**config.mk**
```make
export PLATFORM = sky130hd
export DESIGN_NAME = split_target
export DESIGN_NICKNAME = d
export VERILOG_FILES = /design/src/rtl/split_target.sv
export SDC_FILE = /design/constraint.sdc
export NUM_CORES = 2
export LEC_CHECK = 0
export BUFFER_PORTS_ARGS = -buffer_cell sky130_fd_sc_hd__buf_4
export CAP_MARGIN = 15
export CORE_MARGIN = 1
export CORE_UTILIZATION = 45
export DETAILED_ROUTE_END_ITERATION = 8
export PLACE_DENSITY = 0.66
export REMOVE_ABC_BUFFERS = 1
export SYNTH_ARGS = -nofsm -noshare
export SYNTH_HDL_FRONTEND = slang
export SYNTH_SLANG_ARGS = --single-unit
export TNS_END_PERCENT = 100
```
**constraint.sdc**
```tcl
create_clock -name clk -period 4.3 [get_ports clk]
set_clock_uncertainty 0.05 [all_clocks]
set_input_delay 0.215 -clock clk [delete_from_list [all_inputs] [get_ports clk]]
set_output_delay 0.215 -clock clk [all_outputs]
set_load 0.005 [all_outputs]
```
**src/rtl/split_target.sv**
```systemverilog
// split_target: bus-side responder with a local byte memory.
//
// Writes arrive as an address beat and a data beat, in the same cycle or in
// either order. Reads either hold the bus until the data is ready or, when
// SPLIT_ENABLE is set, release it with a split acknowledge and re-request it
// once the data is available.
//
// Ports:
//   clk, rst_n               clock (rising edge), asynchronous active-low reset
//   target_addr_in[_valid]   address beat; only the low MEM_ADDR_WIDTH bits index memory
//   target_data_in[_valid]   write data beat
//   target_rw                1 = write, 0 = read; qualified by either strobe
//   target_split_grant       arbiter grant for the split-return request
//   target_ready             high only while idle
//   target_ack               one-cycle completion pulse (writes and reads)
//   target_split_ack         one-cycle pulse: read accepted as split, bus released
//   target_split_req         request for the bus to return split read data
//   target_data_out[_valid]  read data and its one-cycle strobe; data holds afterwards
module split_target #(
    parameter int unsigned MEM_ADDR_WIDTH = 8,
    parameter int unsigned READ_LATENCY   = 4,
    parameter bit          SPLIT_ENABLE   = 1'b1
) (
    input  logic        clk,
    input  logic        rst_n,
    input  logic [15:0] target_addr_in,
    input  logic        target_addr_in_valid,
    input  logic [7:0]  target_data_in,
    input  logic        target_data_in_valid,
    input  logic        target_rw,
    input  logic        target_split_grant,
    output logic        target_ready,
    output logic        target_ack,
    output logic        target_split_ack,
    output logic        target_split_req,
    output logic [7:0]  target_data_out,
    output logic        target_data_out_valid
);

    localparam int unsigned MemDepth = 2 ** MEM_ADDR_WIDTH;
    localparam logic [3:0]  CntLoad  = 4'(READ_LATENCY - 1);

    typedef enum logic [2:0] {
        StIdle,
        StWrWaitData,
        StWrWaitAddr,
        StWrite,
        StRdWait,
        StRdSplitWait,
        StRdSplitReq
    } state_e;

    state_e                    state_q, state_d;
    logic [MEM_ADDR_WIDTH-1:0] addr_q, addr_d;
    logic [7:0]                wdata_q, wdata_d;
    logic [3:0]                cnt_q, cnt_d;
    logic                      ready_q, ready_d;
    logic                      ack_q, ack_d;
    logic                      split_ack_q, split_ack_d;
    logic                      split_req_q, split_req_d;
    logic                      dvalid_q, dvalid_d;
    logic [7:0]                dout_q, dout_d;

    // Memory contents survive reset; only power-up clears them.
    logic [7:0]                mem_q [MemDepth] = '{default: 8'h00};
    logic                      mem_we;
    logic [7:0]                mem_rdata;

    logic [MEM_ADDR_WIDTH-1:0] addr_idx;
    logic                      addr_stb;
    logic                      data_stb;

    assign addr_idx  = target_addr_in[MEM_ADDR_WIDTH-1:0];
    assign addr_stb  = target_addr_in_valid;
    assign data_stb  = target_data_in_valid;
    assign mem_rdata = mem_q[addr_q];

    // Upper address bits are decoded upstream and deliberately ignored here.
    if (MEM_ADDR_WIDTH < 16) begin : g_unused_addr
        logic unused_addr_hi;
        assign unused_addr_hi = ^target_addr_in[15:MEM_ADDR_WIDTH];
    end

    always_comb begin
        state_d     = state_q;
        addr_d      = addr_q;
        wdata_d     = wdata_q;
        cnt_d       = cnt_q;
        ack_d       = 1'b0;
        split_ack_d = 1'b0;
        split_req_d = split_req_q;
        dvalid_d    = 1'b0;
        dout_d      = dout_q;
        mem_we      = 1'b0;

        unique case (state_q)
            StIdle: begin
                if (addr_stb && target_rw) begin
                    addr_d = addr_idx;
                    if (data_stb) begin
                        wdata_d = target_data_in;
                        ack_d   = 1'b1;
                        state_d = StWrite;
                    end else begin
                        state_d = StWrWaitData;
                    end
                end else if (data_stb && target_rw) begin
                    wdata_d = target_data_in;
                    state_d = StWrWaitAddr;
                end else if (addr_stb) begin
                    addr_d = addr_idx;
                    cnt_d  = CntLoad;
                    if (SPLIT_ENABLE) begin
                        split_ack_d = 1'b1;
                        state_d     = StRdSplitWait;
                    end else begin
                        state_d = StRdWait;
                    end
                end
            end

            // A repeated strobe of the kind already held simply overwrites it.
            StWrWaitData: begin
                if (target_rw) begin
                    if (addr_stb) begin
                        addr_d = addr_idx;
                    end
                    if (data_stb) begin
                        wdata_d = target_data_in;
                        ack_d   = 1'b1;
                        state_d = StWrite;
                    end
                end
            end

            StWrWaitAddr: begin
                if (target_rw) begin
                    if (data_stb) begin
                        wdata_d = target_data_in;
                    end
                    if (addr_stb) begin
                        addr_d  = addr_idx;
                        ack_d   = 1'b1;
                        state_d = StWrite;
                    end
                end
            end

            // Ack is already visible this cycle; the array update lands at its end.
            StWrite: begin
                mem_we  = 1'b1;
                state_d = StIdle;
            end

            StRdWait: begin
                if (cnt_q == 4'd0) begin
                    dout_d   = mem_rdata;
                    dvalid_d = 1'b1;
                    ack_d    = 1'b1;
                    state_d  = StIdle;
                end else begin
                    cnt_d = cnt_q - 4'd1;
                end
            end

            // The request is registered on the edge where the counter reaches
            // zero, so it is visible READ_LATENCY cycles after the strobe.
            StRdSplitWait: begin
                if (cnt_q <= 4'd1) begin
                    cnt_d       = 4'd0;
                    split_req_d = 1'b1;
                    state_d     = StRdSplitReq;
                end else begin
                    cnt_d = cnt_q - 4'd1;
                end
            end

            // The target is busy while waiting, so memory cannot change before
            // the grant; sampling it here returns the latest prior write.
            StRdSplitReq: begin
                if (target_split_grant) begin
                    split_req_d = 1'b0;
                    dout_d      = mem_rdata;
                    dvalid_d    = 1'b1;
                    ack_d       = 1'b1;
                    state_d     = StIdle;
                end
            end

            default: begin
                split_req_d = 1'b0;
                state_d     = StIdle;
            end
        endcase

        ready_d = (state_d == StIdle);
    end

    always_ff @(posedge clk or negedge rst_n) begin
        if (!rst_n) begin
            state_q     <= StIdle;
            addr_q      <= '0;
            wdata_q     <= 8'h00;
            cnt_q       <= 4'd0;
            ready_q     <= 1'b1;
            ack_q       <= 1'b0;
            split_ack_q <= 1'b0;
            split_req_q <= 1'b0;
            dvalid_q    <= 1'b0;
            dout_q      <= 8'h00;
        end else begin
            state_q     <= state_d;
            addr_q      <= addr_d;
            wdata_q     <= wdata_d;
            cnt_q       <= cnt_d;
            ready_q     <= ready_d;
            ack_q       <= ack_d;
            split_ack_q <= split_ack_d;
            split_req_q <= split_req_d;
            dvalid_q    <= dvalid_d;
            dout_q      <= dout_d;
        end
    end

    always_ff @(posedge clk) begin
        if (mem_we) begin
            mem_q[addr_q] <= wdata_q;
        end
    end

    assign target_ready          = ready_q;
    assign target_ack            = ack_q;
    assign target_split_ack      = split_ack_q;
    assign target_split_req      = split_req_q;
    assign target_data_out       = dout_q;
    assign target_data_out_valid = dvalid_q;

endmodule

```
==> summary.md <==
| Metric | Value |
|---|---|
| Status | `completed` |
| Initial antenna violation count | `4` |
| Area leader, netlist | `edfxtp_1` |
| Clk sink count | `2084` |
| Total Wirelength | `214 mm` |
| CORE AREA | `179000 um^2` |
| IO Count | `between 40 and 50` |
| Worst Hold Launch | `target_split_grant` |
| Placed instance area | `86700 um^2` |
| Top-area cell type share of the netlist area | `0.759` |
| CTS clock-pin slew for the worst setup and hold paths | `60 ps` |
| CTS Hold Bufs | `42` |
| Mapped cell area | `81000 um^2` |
| Achievable clock frequency | `252 MHz` |
| Average wire per standard cell | `31.2 um` |
| Largest net degree at the start of global routing | `189` |
| Endpoints failing hold | `0` |
| Fill count | `13600` |
| Max stage delay on crit path | `980 ps` |
| Max FO, Critical Path | `17` |
| Root Driver | `clkbuf_16` |
| Period minus WS final | `approximately 4000 ps` |
| Register area | `62400 um^2` |
| Fin crit share | `0.922` |
| Crit Path Category | `reg2reg` |
| Synth area leaders | `edfxtp_1 (76%), mux4_2 (14%), mux2i_1 (1.6%)` |
| # resized after CTS | `0` |
| Worst-Margin Slew | `1220 ps` |
| Post-CTS setup buffers | `0` |
| H-tree depth | `4` |
| Synth Warn # | `0` |
| Slew Limit Fails | `0` |
| Total GRT Usage | `0.237` |
| Drt first pass iters | `6` |
| Worst slew margin | `0.182` |
| Worst reg2reg path depth | `4` |
| First-pass GRT wire length | `307 mm` |
| Power Internal | `42.9 mW` |
| Die area | `182000 um^2` |
| Top FF cell, synth | `edfxtp_1` |
| Starting DRT DRC Count | `6300` |
| Max cap viols | `0` |
| Library cells used by synthesis | `63` |
| Leakage | `29.9 nW` |
| TritonCTS Buffers | `201` |
| Setup TNS | `0 ps` |
| Yosys reg bits | `between 2000 and 2500` |
| Highest-delay cell along the critical path | `nor2_1` |
| Vias in the first global route | `41500` |
| R2R Setup Slk | `340 ps` |
| RSZ-0062 raised after global routing | `false` |
| FP Rows | `155` |
| Fin nets | `4372` |
| Post-synth EDFFs | `2048` |
| Worst path cell trace | `nand2_1, nor4_1, nand3_2, nor2_1` |
| Worst EP required | `around 4700 ps` |
| Switching part of the total | `0.332` |
| Final Worst Setup Slack | `336 ps` |
| DR DRC count | `0` |
| Clk_lat worst skew | `between 800 and 900 ps` |
| Area of the multi-input gates | `17300 um^2` |
| Final core utilization | `0.524` |
| Post-detail-place hpwl | `132 mm` |
| Critical Path AT | `between 4000 and 5000 ps` |
| Fin area | `93700 um^2` |
| Share of total power in combinational logic | `0.303` |
| CP endpoint kind | `register` |
| Initial core utilization | `0.454` |
| Worst min-delay path class | `in2reg` |
| Clock share of power | `0.274` |
| Grt ovf | `0` |
| Hold path depth | `5` |
| Flop pwr share | `0.423` |
| Mean Syn Cell Area | `roughly 21 um^2` |
| Ratio of cells with drive above 1 in the final layout | `0.282` |
| Seq/Total Area, Yosys | `0.770` |
| Final number of setup-violating endpoints | `0` |
| RePlAce Congestion | `approximately 0.86` |
| Clock buffer depth | `3` |
| Height of the chip | `426 um` |
| # port buffers | `34` |
| Power per Cell Area | `685 nW/um^2` |
| Mapped Cells | `3893` |
| P_sw | `21.3 mW` |
| CTS tree | `built` |
| CP startpoint | `state_q[1]` |
| Reg-to-Reg Start | `state_q[1]` |
| Leading cell types by count after synthesis | `edfxtp_1 (2048), mux4_2 (488), nor2_1 (319)` |
| DR vias/cell | `6.11` |
| Die width | `426 um` |
| Overall power | `64.1 mW` |
| Maximum VDD drop | `between 1 and 1.5 mV` |
| Antenna viol nets, final | `0` |
| Ys async rst share | `0.0173` |
| Via count | `41900` |
| Area added between synthesis and finish | `15.6%` |
| Leading cell type by number of instances after synthesis | `edfxtp_1` |
| Placement Setup Slack | `458 ps` |
| Type of origin of the critical path | `register` |
[per-layer routing]
metal	wire length (um)	part of all wire	track usage
met1	83700	0.39	0.336
met2	99300	0.46	0.362
met4	8230	0.038	0.0854
met5	40	0.00019	0
met3	22500	0.11	0.0537
[final cells by class]
cell class | instances | share of cell area
sequential | 2084 | 0.667
multi-input combinational | 1561 | 0.185
clock buffer | 251 | 0.0565
timing repair buffer | 482 | 0.0463
tap | 2355 | 0.0315
clock inverter | 119 | 0.0134
inverter | 10 | 0.000454
antenna | 2 | 0.0000534
[stage by stage]
step	cells	hold slack (ps)
global placement	6450	189
floorplan	3655	-131
detailed placement	6450	196
global route	6862	231
CTS	6862	135
finish	6864	201
[final timing paths]
kind | end
min in group asynchronous | target_ready
min | target_split_req
max in group asynchronous | async pin
max reg2reg | mem_q[12][3]
max | mem_q[12][3]
min reg2reg | target_split_req
[logic make-up after synthesis]
kind of cell             after synthesis  share of synthesized area
AO/OA/AOI/OAI                        283                     0.0246
XOR/XNOR                               2                   0.000216
adder cells (fa/ha/maj)                2                   0.000309
buffers and inverters                248                     0.0166
flip-flops                          2084                      0.770
multiplexers                         635                      0.154
AND/OR/NAND/NOR                      639                     0.0340
[cell usage in the layout (no fill, tap or decap), types with 46 or more instances in the layout]
master and instances:
nand2_1 174, edfxtp_1 2048, o22ai_1 56, mux2i_1 126, mux4_2 488, clkbuf_1 46
buf_12 49, clkbuf_16 204, nor2_1 318, buf_4 392
[flip-flops by register name, indices dropped and copies added, names as in the netlist, 3 cells and up, named ones only]
| name | cells |
|---|---|
| mem_q | 2048 |
| target_data_out | 8 |
| wdata_q | 8 |
| cnt_q | 4 |
| state_q | 3 |
[power by group through the flow]
| stage | clock (mW) | combinational [mW] | sequential, mW |
|---|---|---|---|
| 2_1_floorplan | 0 | 6.80 | 29.1 |
| 3_3_place_gp | 0 | 19.0 | 27.5 |
| 3_5_place_dp | 0 | 19.2 | 27.6 |
| 4_1_cts | 17.8 | 19.4 | 27.1 |
| 5_1_grt | 18.5 | 20.2 | 27.2 |
| 6_report | 17.6 | 19.4 | 27.2 |
[critical path, delay by kind of cell, from the launching register on]
kind,cells,cell delay (ps)
and+or+nand+nor,4,2920
DFF,1,610
No activity file was read; power rests on OpenSTA's default activity.
